--- src/rtl/vfp_issue_sequencer_if.sv ---
// Purpose: bundles the core-side and FP-unit-side signals of vfp_issue_sequencer.
// Latency: n/a (wiring only).
// Backpressure: fpu_req/fpu_gnt handshake toward the FP unit, stall toward the core.
// Ports: core side  start/op/half/srca/srcb in, stall/done/result/err out;
//        FPU side   fpu_req/fpu_op/fpu_half/fpu_a/fpu_b out, fpu_gnt/fpu_done/fpu_y in.
interface vfp_issue_sequencer_if;
    logic        start;
    logic        op;
    logic        half;
    logic [31:0] srca;
    logic [31:0] srcb;
    logic        stall;
    logic        done;
    logic [31:0] result;
    logic        err;
    logic        fpu_req;
    logic        fpu_gnt;
    logic        fpu_op;
    logic        fpu_half;
    logic [31:0] fpu_a;
    logic [31:0] fpu_b;
    logic        fpu_done;
    logic [31:0] fpu_y;

    // Sequencer side.
    modport slave (
        input  start, op, half, srca, srcb, fpu_gnt, fpu_done, fpu_y,
        output stall, done, result, err, fpu_req, fpu_op, fpu_half, fpu_a, fpu_b
    );

    // Environment side (core plus FP unit).
    modport master (
        output start, op, half, srca, srcb, fpu_gnt, fpu_done, fpu_y,
        input  stall, done, result, err, fpu_req, fpu_op, fpu_half, fpu_a, fpu_b
    );
endinterface

--- src/rtl/vfp_issue_sequencer.sv ---
// Purpose: runs one vector FP op (fp32, or two fp16 lanes) through a shared variable-latency FP unit.
// Latency: ideal FPU gives done 3 cycles after start (fp32), 5 cycles (fp16); abort after TIMEOUT stuck cycles.
// Backpressure: core stalled from the start cycle until DONE; FPU request held until fpu_gnt.
// Ports: i_clk, i_reset (sync, active-high), io_vfp (slave modport of vfp_issue_sequencer_if).
module vfp_issue_sequencer #(
    parameter int TIMEOUT = 16
) (
    input  logic                  i_clk,
    input  logic                  i_reset,
    vfp_issue_sequencer_if.slave  io_vfp
);
    typedef enum logic [1:0] {S_IDLE, S_ISSUE, S_WAIT, S_DONE} state_t;

    localparam int              CW          = $clog2(TIMEOUT);
    localparam logic [CW-1:0]   CNT_LAST    = CW'(TIMEOUT - 1);
    localparam logic [31:0]     QNAN_FP32   = 32'h7FC0_0000;
    localparam logic [31:0]     QNAN_FP16X2 = 32'h7E00_7E00;

    state_t        r_state;
    logic [CW-1:0] r_cnt;
    logic          r_lane;
    logic          r_op;
    logic          r_half;
    logic [31:0]   r_srca;
    logic [31:0]   r_srcb;
    logic [31:0]   r_result;
    logic          r_err;
    logic          r_done;
    logic          r_fpu_req;
    logic          r_fpu_op;
    logic          r_fpu_half;
    logic [31:0]   r_fpu_a;
    logic [31:0]   r_fpu_b;

    logic          w_abort;

    // Stuck in ISSUE or WAIT: the exit event did not arrive in the last allowed cycle.
    assign w_abort = (r_cnt == CNT_LAST) &&
                     (((r_state == S_ISSUE) && !io_vfp.fpu_gnt) ||
                      ((r_state == S_WAIT)  && !io_vfp.fpu_done));

    always_ff @(posedge i_clk) begin
        if (i_reset) begin
            r_state    <= S_IDLE;
            r_cnt      <= '0;
            r_lane     <= 1'b0;
            r_op       <= 1'b0;
            r_half     <= 1'b0;
            r_srca     <= '0;
            r_srcb     <= '0;
            r_result   <= '0;
            r_err      <= 1'b0;
            r_done     <= 1'b0;
            r_fpu_req  <= 1'b0;
            r_fpu_op   <= 1'b0;
            r_fpu_half <= 1'b0;
            r_fpu_a    <= '0;
            r_fpu_b    <= '0;
        end else begin
            r_done <= 1'b0;
            if (w_abort) begin
                r_state    <= S_DONE;
                r_cnt      <= '0;
                r_done     <= 1'b1;
                r_err      <= 1'b1;
                r_result   <= r_half ? QNAN_FP16X2 : QNAN_FP32;
                r_fpu_req  <= 1'b0;
                r_fpu_op   <= 1'b0;
                r_fpu_half <= 1'b0;
                r_fpu_a    <= '0;
                r_fpu_b    <= '0;
            end else begin
                case (r_state)
                    S_IDLE: begin
                        if (io_vfp.start) begin
                            r_state    <= S_ISSUE;
                            r_cnt      <= '0;
                            r_lane     <= 1'b0;
                            r_op       <= io_vfp.op;
                            r_half     <= io_vfp.half;
                            r_srca     <= io_vfp.srca;
                            r_srcb     <= io_vfp.srcb;
                            // Lane 0 payload is loaded straight from the core operands.
                            r_fpu_req  <= 1'b1;
                            r_fpu_op   <= io_vfp.op;
                            r_fpu_half <= io_vfp.half;
                            r_fpu_a    <= io_vfp.half ? {16'h0, io_vfp.srca[15:0]} : io_vfp.srca;
                            r_fpu_b    <= io_vfp.half ? {16'h0, io_vfp.srcb[15:0]} : io_vfp.srcb;
                        end
                    end
                    S_ISSUE: begin
                        if (io_vfp.fpu_gnt) begin
                            r_state    <= S_WAIT;
                            r_cnt      <= '0;
                            r_fpu_req  <= 1'b0;
                            r_fpu_op   <= 1'b0;
                            r_fpu_half <= 1'b0;
                            r_fpu_a    <= '0;
                            r_fpu_b    <= '0;
                        end else begin
                            r_cnt <= r_cnt + 1'b1;
                        end
                    end
                    S_WAIT: begin
                        if (io_vfp.fpu_done) begin
                            r_cnt <= '0;
                            if (!r_half)
                                r_result <= io_vfp.fpu_y;
                            else if (!r_lane)
                                r_result[15:0] <= io_vfp.fpu_y[15:0];
                            else
                                r_result[31:16] <= io_vfp.fpu_y[15:0];
                            if (r_half && !r_lane) begin
                                // Second fp16 lane: upper halves of the latched operands.
                                r_state    <= S_ISSUE;
                                r_lane     <= 1'b1;
                                r_fpu_req  <= 1'b1;
                                r_fpu_op   <= r_op;
                                r_fpu_half <= 1'b1;
                                r_fpu_a    <= {16'h0, r_srca[31:16]};
                                r_fpu_b    <= {16'h0, r_srcb[31:16]};
                            end else begin
                                r_state <= S_DONE;
                                r_done  <= 1'b1;
                                r_err   <= 1'b0;
                            end
                        end else begin
                            r_cnt <= r_cnt + 1'b1;
                        end
                    end
                    S_DONE: begin
                        r_state <= S_IDLE;
                        r_cnt   <= '0;
                    end
                    default: begin
                        r_state <= S_IDLE;
                    end
                endcase
            end
        end
    end

    // Combinational so the core already holds in the cycle it presents start.
    assign io_vfp.stall    = ((r_state == S_IDLE) && io_vfp.start) ||
                             (r_state == S_ISSUE) || (r_state == S_WAIT);
    assign io_vfp.done     = r_done;
    assign io_vfp.result   = r_result;
    assign io_vfp.err      = r_err;
    assign io_vfp.fpu_req  = r_fpu_req;
    assign io_vfp.fpu_op   = r_fpu_op;
    assign io_vfp.fpu_half = r_fpu_half;
    assign io_vfp.fpu_a    = r_fpu_a;
    assign io_vfp.fpu_b    = r_fpu_b;
endmodule

--- src/flat_wrapper.sv ---
// flat-port wrapper written by rule: the top's interface ports become plain ports
module vfp_issue_sequencer_flat 
#(
    parameter int TIMEOUT = 16
)
  (i_clk, i_reset, io_vfp_start, io_vfp_op, io_vfp_half, io_vfp_srca, io_vfp_srcb, io_vfp_fpu_gnt, io_vfp_fpu_done, io_vfp_fpu_y, io_vfp_stall, io_vfp_done, io_vfp_result, io_vfp_err, io_vfp_fpu_req, io_vfp_fpu_op, io_vfp_fpu_half, io_vfp_fpu_a, io_vfp_fpu_b);
  vfp_issue_sequencer_if io_vfp_i ();
  input  logic i_clk;
  input  logic i_reset;
  input wire logic [$bits(io_vfp_i.start)-1:0] io_vfp_start;
  input wire logic [$bits(io_vfp_i.op)-1:0] io_vfp_op;
  input wire logic [$bits(io_vfp_i.half)-1:0] io_vfp_half;
  input wire logic [$bits(io_vfp_i.srca)-1:0] io_vfp_srca;
  input wire logic [$bits(io_vfp_i.srcb)-1:0] io_vfp_srcb;
  input wire logic [$bits(io_vfp_i.fpu_gnt)-1:0] io_vfp_fpu_gnt;
  input wire logic [$bits(io_vfp_i.fpu_done)-1:0] io_vfp_fpu_done;
  input wire logic [$bits(io_vfp_i.fpu_y)-1:0] io_vfp_fpu_y;
  output wire logic [$bits(io_vfp_i.stall)-1:0] io_vfp_stall;
  output wire logic [$bits(io_vfp_i.done)-1:0] io_vfp_done;
  output wire logic [$bits(io_vfp_i.result)-1:0] io_vfp_result;
  output wire logic [$bits(io_vfp_i.err)-1:0] io_vfp_err;
  output wire logic [$bits(io_vfp_i.fpu_req)-1:0] io_vfp_fpu_req;
  output wire logic [$bits(io_vfp_i.fpu_op)-1:0] io_vfp_fpu_op;
  output wire logic [$bits(io_vfp_i.fpu_half)-1:0] io_vfp_fpu_half;
  output wire logic [$bits(io_vfp_i.fpu_a)-1:0] io_vfp_fpu_a;
  output wire logic [$bits(io_vfp_i.fpu_b)-1:0] io_vfp_fpu_b;
  assign io_vfp_i.start = io_vfp_start;
  assign io_vfp_i.op = io_vfp_op;
  assign io_vfp_i.half = io_vfp_half;
  assign io_vfp_i.srca = io_vfp_srca;
  assign io_vfp_i.srcb = io_vfp_srcb;
  assign io_vfp_i.fpu_gnt = io_vfp_fpu_gnt;
  assign io_vfp_i.fpu_done = io_vfp_fpu_done;
  assign io_vfp_i.fpu_y = io_vfp_fpu_y;
  assign io_vfp_stall = io_vfp_i.stall;
  assign io_vfp_done = io_vfp_i.done;
  assign io_vfp_result = io_vfp_i.result;
  assign io_vfp_err = io_vfp_i.err;
  assign io_vfp_fpu_req = io_vfp_i.fpu_req;
  assign io_vfp_fpu_op = io_vfp_i.fpu_op;
  assign io_vfp_fpu_half = io_vfp_i.fpu_half;
  assign io_vfp_fpu_a = io_vfp_i.fpu_a;
  assign io_vfp_fpu_b = io_vfp_i.fpu_b;
  vfp_issue_sequencer #(.TIMEOUT(TIMEOUT)) u_core (.i_clk(i_clk), .i_reset(i_reset), .io_vfp(io_vfp_i));
endmodule
--- config.mk ---
export PLATFORM = sky130hd
export DESIGN_NAME = vfp_issue_sequencer_flat
export DESIGN_NICKNAME = d
export VERILOG_FILES = /design/src/rtl/vfp_issue_sequencer_if.sv /design/src/rtl/vfp_issue_sequencer.sv /design/src/flat_wrapper.sv
export SDC_FILE = /design/constraint.sdc
export NUM_CORES = 1
export LEC_CHECK = 0
export BUFFER_PORTS_ARGS = -buffer_cell sky130_fd_sc_hd__buf_2
export CAP_MARGIN = 30
export CORE_UTILIZATION = 25
export DETAILED_ROUTE_END_ITERATION = 6
export HOLD_SLACK_MARGIN = 0.12
export PLACE_DENSITY = 0.43
export SLEW_MARGIN = 20
export SYNTH_ARGS = -nofsm -noshare
export SYNTH_HDL_FRONTEND = slang
export SYNTH_SLANG_ARGS = --single-unit
--- constraint.sdc ---
create_clock -name i_clk -period 5.7 [get_ports i_clk]
set_input_delay 0.855 -clock i_clk [delete_from_list [all_inputs] [get_ports i_clk]]
set_output_delay 0.855 -clock i_clk [all_outputs]
set_load 0.01 [all_outputs]
* Word-level counts from Yosys, hierarchy flattened
Cells that the tools add are included.
** Storage, ports and cells
- Flip-flop bits (word level) :: 174
- Bits in latches :: 0
- RAM bits :: 0
- Memory bits (read-only) :: 0
- Word-level logic and storage cells :: 105
- Memories kept :: 0
** Operators by class
- Add/subtract/negate cells :: 1
- Multipliers :: 0
- Divide/modulo/power cells :: 0
- Magnitude comparators :: 0
- Eq/ne operators :: 14
- Shift operators :: 0
- Multiplexer cells :: 49
- Bitwise logic cells :: 1
- Reduce and logical (&&, ||, !) cells :: 24
** Operators by type and width (count)
- 32-bit 2-to-1 mux :: 13
- 32-bit one-hot mux with 3 select lines :: 2
- 16-bit 2-to-1 mux :: 2
- 25-bit 2-to-1 mux :: 1
- 1-bit 2-to-1 mux :: 17
- 4-bit one-hot mux with 4 select lines :: 1
- 3-bit AND reduction :: 5
- 4-bit 2-to-1 mux :: 3
- 3-bit by 2-bit != test with 1-bit output, second input constant :: 4
- 2-bit 2-to-1 mux :: 5
- 5-bit AND reduction :: 2
- 1-bit one-hot mux with 3 select lines :: 3
- 2-bit one-hot mux with 4 select lines :: 1
- 2-bit != test, second input constant :: 3
- 2-bit nonzero test :: 3
- 1-bit logical AND :: 5
- 4-bit by 1-bit adder with 4-bit output, second input constant :: 1
- 2-bit == test, second input constant :: 2
- 4-bit == test, second input constant :: 1
- 2-bit by 1-bit != test with 1-bit output, second input constant :: 2
- 1-bit logical NOT :: 3
- 1-bit logical OR :: 3
- 3-bit != test, second input constant :: 1
- 3-bit nonzero test :: 1
- 5 further kinds :: 5

* Logic depth before layout (Yosys ltp)
- Word-level depth :: 6
- Gate-level depth with buffers :: 9
- Depth with buffers taken out :: 6

* Worst setup path before layout
Ideal clock, no wire load.
- Path type :: flip-flop to output port
- Start :: reg u_core.r_state[0]
- End :: out io_vfp_stall
- Arrival time :: 1.556 ns
- Data required time :: 4.845 ns
- Setup slack :: 3.289 ns
- Stages on the path, launching flop included :: 6
- Buffers on the path :: 2
- Cell sequence :: dfxtp_1 -> inv_1 -> ha_1 -> clkbuf_1 -> clkbuf_1 -> or3_1
** On the way
- Word-level cells in the longest chain between the ends :: 4
** RTL lines
- from (decl) :: line vfp_issue_sequencer.sv:19 : state_t r_state;
- from (signal assigned) :: line vfp_issue_sequencer.sv:44 : r_state <= S_IDLE;
- from (signal assigned) :: line vfp_issue_sequencer.sv:62 : r_state <= S_DONE;
- from (signal assigned) :: line vfp_issue_sequencer.sv:76 : r_state <= S_ISSUE;
- 2-bit logical NOT :: line vfp_issue_sequencer.sv:144 : assign io_vfp.stall = ((r_state == S_IDLE) && io_vfp.start) ||
- 1-bit logical AND :: line vfp_issue_sequencer.sv:144
- 1-bit logical OR :: line vfp_issue_sequencer.sv:144
- 1-bit logical OR (*) :: line vfp_issue_sequencer.sv:145 : (r_state == S_ISSUE) || (r_state == S_WAIT);
- to (decl) :: line flat_wrapper.sv:18 : output wire logic [$bits(io_vfp_i.stall)-1:0] io_vfp_stall;
Mark *: on every way between the ends. The rest lies on a longest branch, timed or not.

* Worst setup path in the final report
- Start :: reg u_core.r_state[0]
- End :: reg u_core.r_lane
** On the way
- Word-level cells in the longest chain between the ends :: 6
** RTL lines
- 2-bit by 1-bit == test with 1-bit output or 2-bit == test (tied branches) :: line vfp_issue_sequencer.sv:39, vfp_issue_sequencer.sv:40, vfp_issue_sequencer.sv:73
- 1-bit logical AND, on equally long branches :: line vfp_issue_sequencer.sv:39, vfp_issue_sequencer.sv:40
- 1-bit logical OR :: line vfp_issue_sequencer.sv:39 : (((r_state == S_ISSUE) && !io_vfp.fpu_gnt) ||
- 1-bit logical AND :: line vfp_issue_sequencer.sv:38 : assign w_abort = (r_cnt == CNT_LAST) &&
- 1-bit NOT (no line)
- 5-bit AND reduction (no line)
- to (signal assigned) :: line vfp_issue_sequencer.sv:46 : r_lane <= 1'b0;
- to (signal assigned) :: line vfp_issue_sequencer.sv:78 : r_lane <= 1'b0;
- to (signal assigned) :: line vfp_issue_sequencer.sv:116 : r_lane <= 1'b1;
- to (decl) :: line vfp_issue_sequencer.sv:21 : logic r_lane;
Several ways; a longest one is shown, not always the timed one.
A chain may end at the register's enable or synchronous reset.

==> qor.txt <==
TritonCTS Buffers: 17
Post-synth design cell area: 0.00632 mm^2
Max Cap Viol: 0
Setup_tns: 0 ns
Gp weighted congestion: 0.733
First-pass GRT wire length: 35600 um
Yosys warning count: 0
Ports: 205
Die W: 161 um
Slew @ Worst Pin: 0.895 ns
Total GRT Usage: 17.7%
Final core occ: 33.2%
IO buf count: 204
H-Tree Depth: 4
Critical Path Sink Type: flop
WP data required: 6.01 ns
Biggest cell delay along the critical path: 0.75 ns
Power Internal: 2.31 mW
Synthesized flop and latch total: 142
Post-Synthesis Cells: 738
Largest net degree at the start of global routing: 70
Critical path type: flop to flop
Comb pwr share: 36.6%
Syn Area/Cell: 8.57 um^2
Vias in the first global route: 6024
P_leak: 3.20 nW
Fin Clk Skew: 0.0153 ns
Pwr Density: 469 mW/mm^2
Clock slew at reported path FFs: 0.06 ns
Reg2reg start: u_core.r_state[0]$_SDFFE_PP0P_
Seq. cell area: 0.00284 mm^2
Core area: 0.0245 mm^2
Top post-synthesis cells by area: dfxtp_1 (45%), a21oi_1 (9.5%), o21ai_0 (5.6%)
Crit path arrival time: 3.66 ns
Netlist cell types: 39
CP dominant cell by count: buf_16
Pre-antenna DRT Iters: 5
Clock share of power: 28.8%
Initial Util: 25.8%
CP delay by family, top: compound AO/OA/AOI/OAI gates
Overflow after GRT: 0
Finished Layout Cells: 1230
Share of the yosys chip area belonging to registers: 44.9%
Max-slew headroom: 40.2%
Final critical-path share of the clock period: 58.8%
Clock tree sinks: 142
Clk_lat worst skew: 0.43 ns
Switching share of power: 39.6%
Worst hold path type: flop to flop
Path depth of the worst reg2reg path: 8
Avg WL per Cell: 18.7 um
Hold Startpoint: u_core.io_vfp.result[15]$_SDFFE_PP0P_
Final Max Tran Viols: 0
DRT iter0 DRCs: 429
Reg2reg setup slack: 2.35 ns
# setup viols final: 0
Final hold vios: 0
Post-layout min period: 3.35 ns
CTS max path bufs: 2
Number of instances in the placed design: 1195
CP Cell Sequence: inv_1 > ha_2 > buf_16 > nand2b_1 > a21o_2 > nand2_4 > buf_16 > o41ai_1
Commonest cells after routing, fill and taps aside: buf_2 (204), dfxtp_1 (142), a21oi_1 (120)
RR Endpoint: u_core.r_lane$_SDFFE_PP0P_
Filler cell count: 2696
Die height: 161 um
Hold Path Sink: u_core.io_vfp.result[15]$_SDFFE_PP0P_
Final nets: 1000
Hold Buf Count CTS: 0
Syn-to-layout area delta: 28.7%
Drt via density: 5.01
Hpwl dp: 14600 um
CTS tree: yes
CTS root buf: clkbuf_16
Sequential Power Share: 34.6%
Top cell type's share of synthesized area: 44.9%
Die area: 0.0259 mm^2
RSZ-0062 raised after global routing: false
Syn nets: 847
Post-CTS setup buffers: 0
Status: finished clean
Multi-input logic area: 0.00313 mm^2
Final Cell Area: 0.00814 mm^2
Via count: 6167
Layout cells sized above 1: 31.2%
Crit start category: flop
Post-route ant nets: 0
Fmax achieved: 299 MHz
Slowest cell on crit path: a21o_2
Post-DP Area: 0.00755 mm^2
Worst Hold Depth: 2
Initial antenna violation count: 3
CP Max Fanout: 46
Area leader, netlist: dfxtp_1
CP bufs+invs: 3
Most common cell after layout, fill and taps aside: buf_2
P_sw: 1.51 mW
WL final: 23000 um
Post-cts sizing count: 0
Drt drc: 0
Max IR drop VDD: 176 uV
Std-Cell Rows: 57
## cell type report
type | count | area share [%]
Multi-Input combinational cell | 507 | 38.5
Sequential cell | 142 | 34.9
Antenna cell | 2 | 0.0615
Inverter | 4 | 0.215
Clock inverter | 14 | 1.66
Clock buffer | 18 | 5.27
Timing Repair Buffer | 219 | 14.4
Tap cell | 324 | 4.98
## sequential cells by signal, indices dropped and copies added, names as in the netlist, 2 cells and up
register	count
u_core.io_vfp.fpu_a	32
u_core.io_vfp.fpu_b	32
u_core.io_vfp.result	32
u_core.r_srca	16
u_core.r_srcb	16
u_core.r_cnt	4
u_core.r_state	2
## how the worst max path moves through the flow
stage,startpoint,endpoint,slack [ns],cells after the start
global placement,u_core.r_state[0]$_SDFFE_PP0P_,u_core.r_lane$_SDFFE_PP0P_,2.23,6
finish,u_core.r_state[0]$_SDFFE_PP0P_,u_core.r_lane$_SDFFE_PP0P_,2.35,8
detailed placement,u_core.r_state[0]$_SDFFE_PP0P_,u_core.r_lane$_SDFFE_PP0P_,2.30,7
global route,u_core.r_state[0]$_SDFFE_PP0P_,u_core.r_lane$_SDFFE_PP0P_,2.10,8
floorplan,u_core.r_state[0]$_SDFFE_PP0P_,io_vfp_stall,3.29,5
CTS,u_core.r_state[0]$_SDFFE_PP0P_,u_core.r_lane$_SDFFE_PP0P_,2.25,7
## worst reg2reg max path, stage by stage, from the launching register on
cell	delay, ns
dfxtp_1	0.39
inv_1	0.11
ha_2	0.39
buf_16	0.25
nand2b_1	0.17
a21o_2	0.75
nand2_4	0.46
buf_16	0.35
o41ai_1	0.39
## cell usage after synthesis
library cell and count:
a31oi_1 41, buf_2 18, a21boi_0 1, and2_1 3
o31ai_1 6, nor2_1 11, clkbuf_1 57, nand3b_1 1
o21a_1 3, inv_1 4, mux2_2 1, or3_1 1
dfxtp_1 142, a21oi_2 11, a211oi_1 7, nand2_1 22
buf_6 3, or3b_2 1, nor2b_1 36, o311ai_0 1
o41ai_1 1, a311oi_1 25, ha_1 6, a2111oi_4 1
o21ai_0 71, nand3_1 60, mux2i_1 9, buf_1 7
nand2b_4 1, nor3_1 2, a2111o_1 1, and2b_1 1
a21oi_1 120, nand2b_1 9, nand4_1 35, or4_1 1
a21o_1 1, a311oi_2 10, o211ai_1 7
## stage by stage
stage                     setup WS, ns  power, mW  hold slack (ns)
final                             2.35       3.82            0.465
after detailed placement          2.30       2.75            0.457
after global placement            2.23       2.74            0.452
after global routing              2.10       4.07            0.484
after CTS                         2.25       3.86            0.466
after floorplan                   3.29       2.28            0.449
## logic make-up after synthesis
| family | after synthesis | share of synthesized area (%) |
|---|---|---|
| and+or+nand+nor | 184 | 15.9 |
| buffers and inverters | 89 | 5.99 |
| muxes | 10 | 1.60 |
| DFF | 142 | 44.9 |
| adders and majority gates | 6 | 1.19 |
| AOI/OAI and AO/OA | 307 | 30.4 |
## per-layer routing
layer  track usage, %  up-vias  wire length [um]
met3             5.50       17              1540
li1                 -     3074                 -
met5                0        -                13
met1             23.5     2889             10900
met2             27.6      185             10400
met4             4.63        2               218
## power by group through the flow
stage / Combinational [mW] / Clock [mW] / Sequential [mW]
final: 1.40 / 1.10 / 1.32
after global routing: 1.55 / 1.17 / 1.35
after CTS: 1.41 / 1.12 / 1.33
after detailed placement: 1.41 / 0 / 1.35
after global placement: 1.40 / 0 / 1.34
after floorplan: 0.875 / 0 / 1.40
No activity file was read; power rests on OpenSTA's default activity.
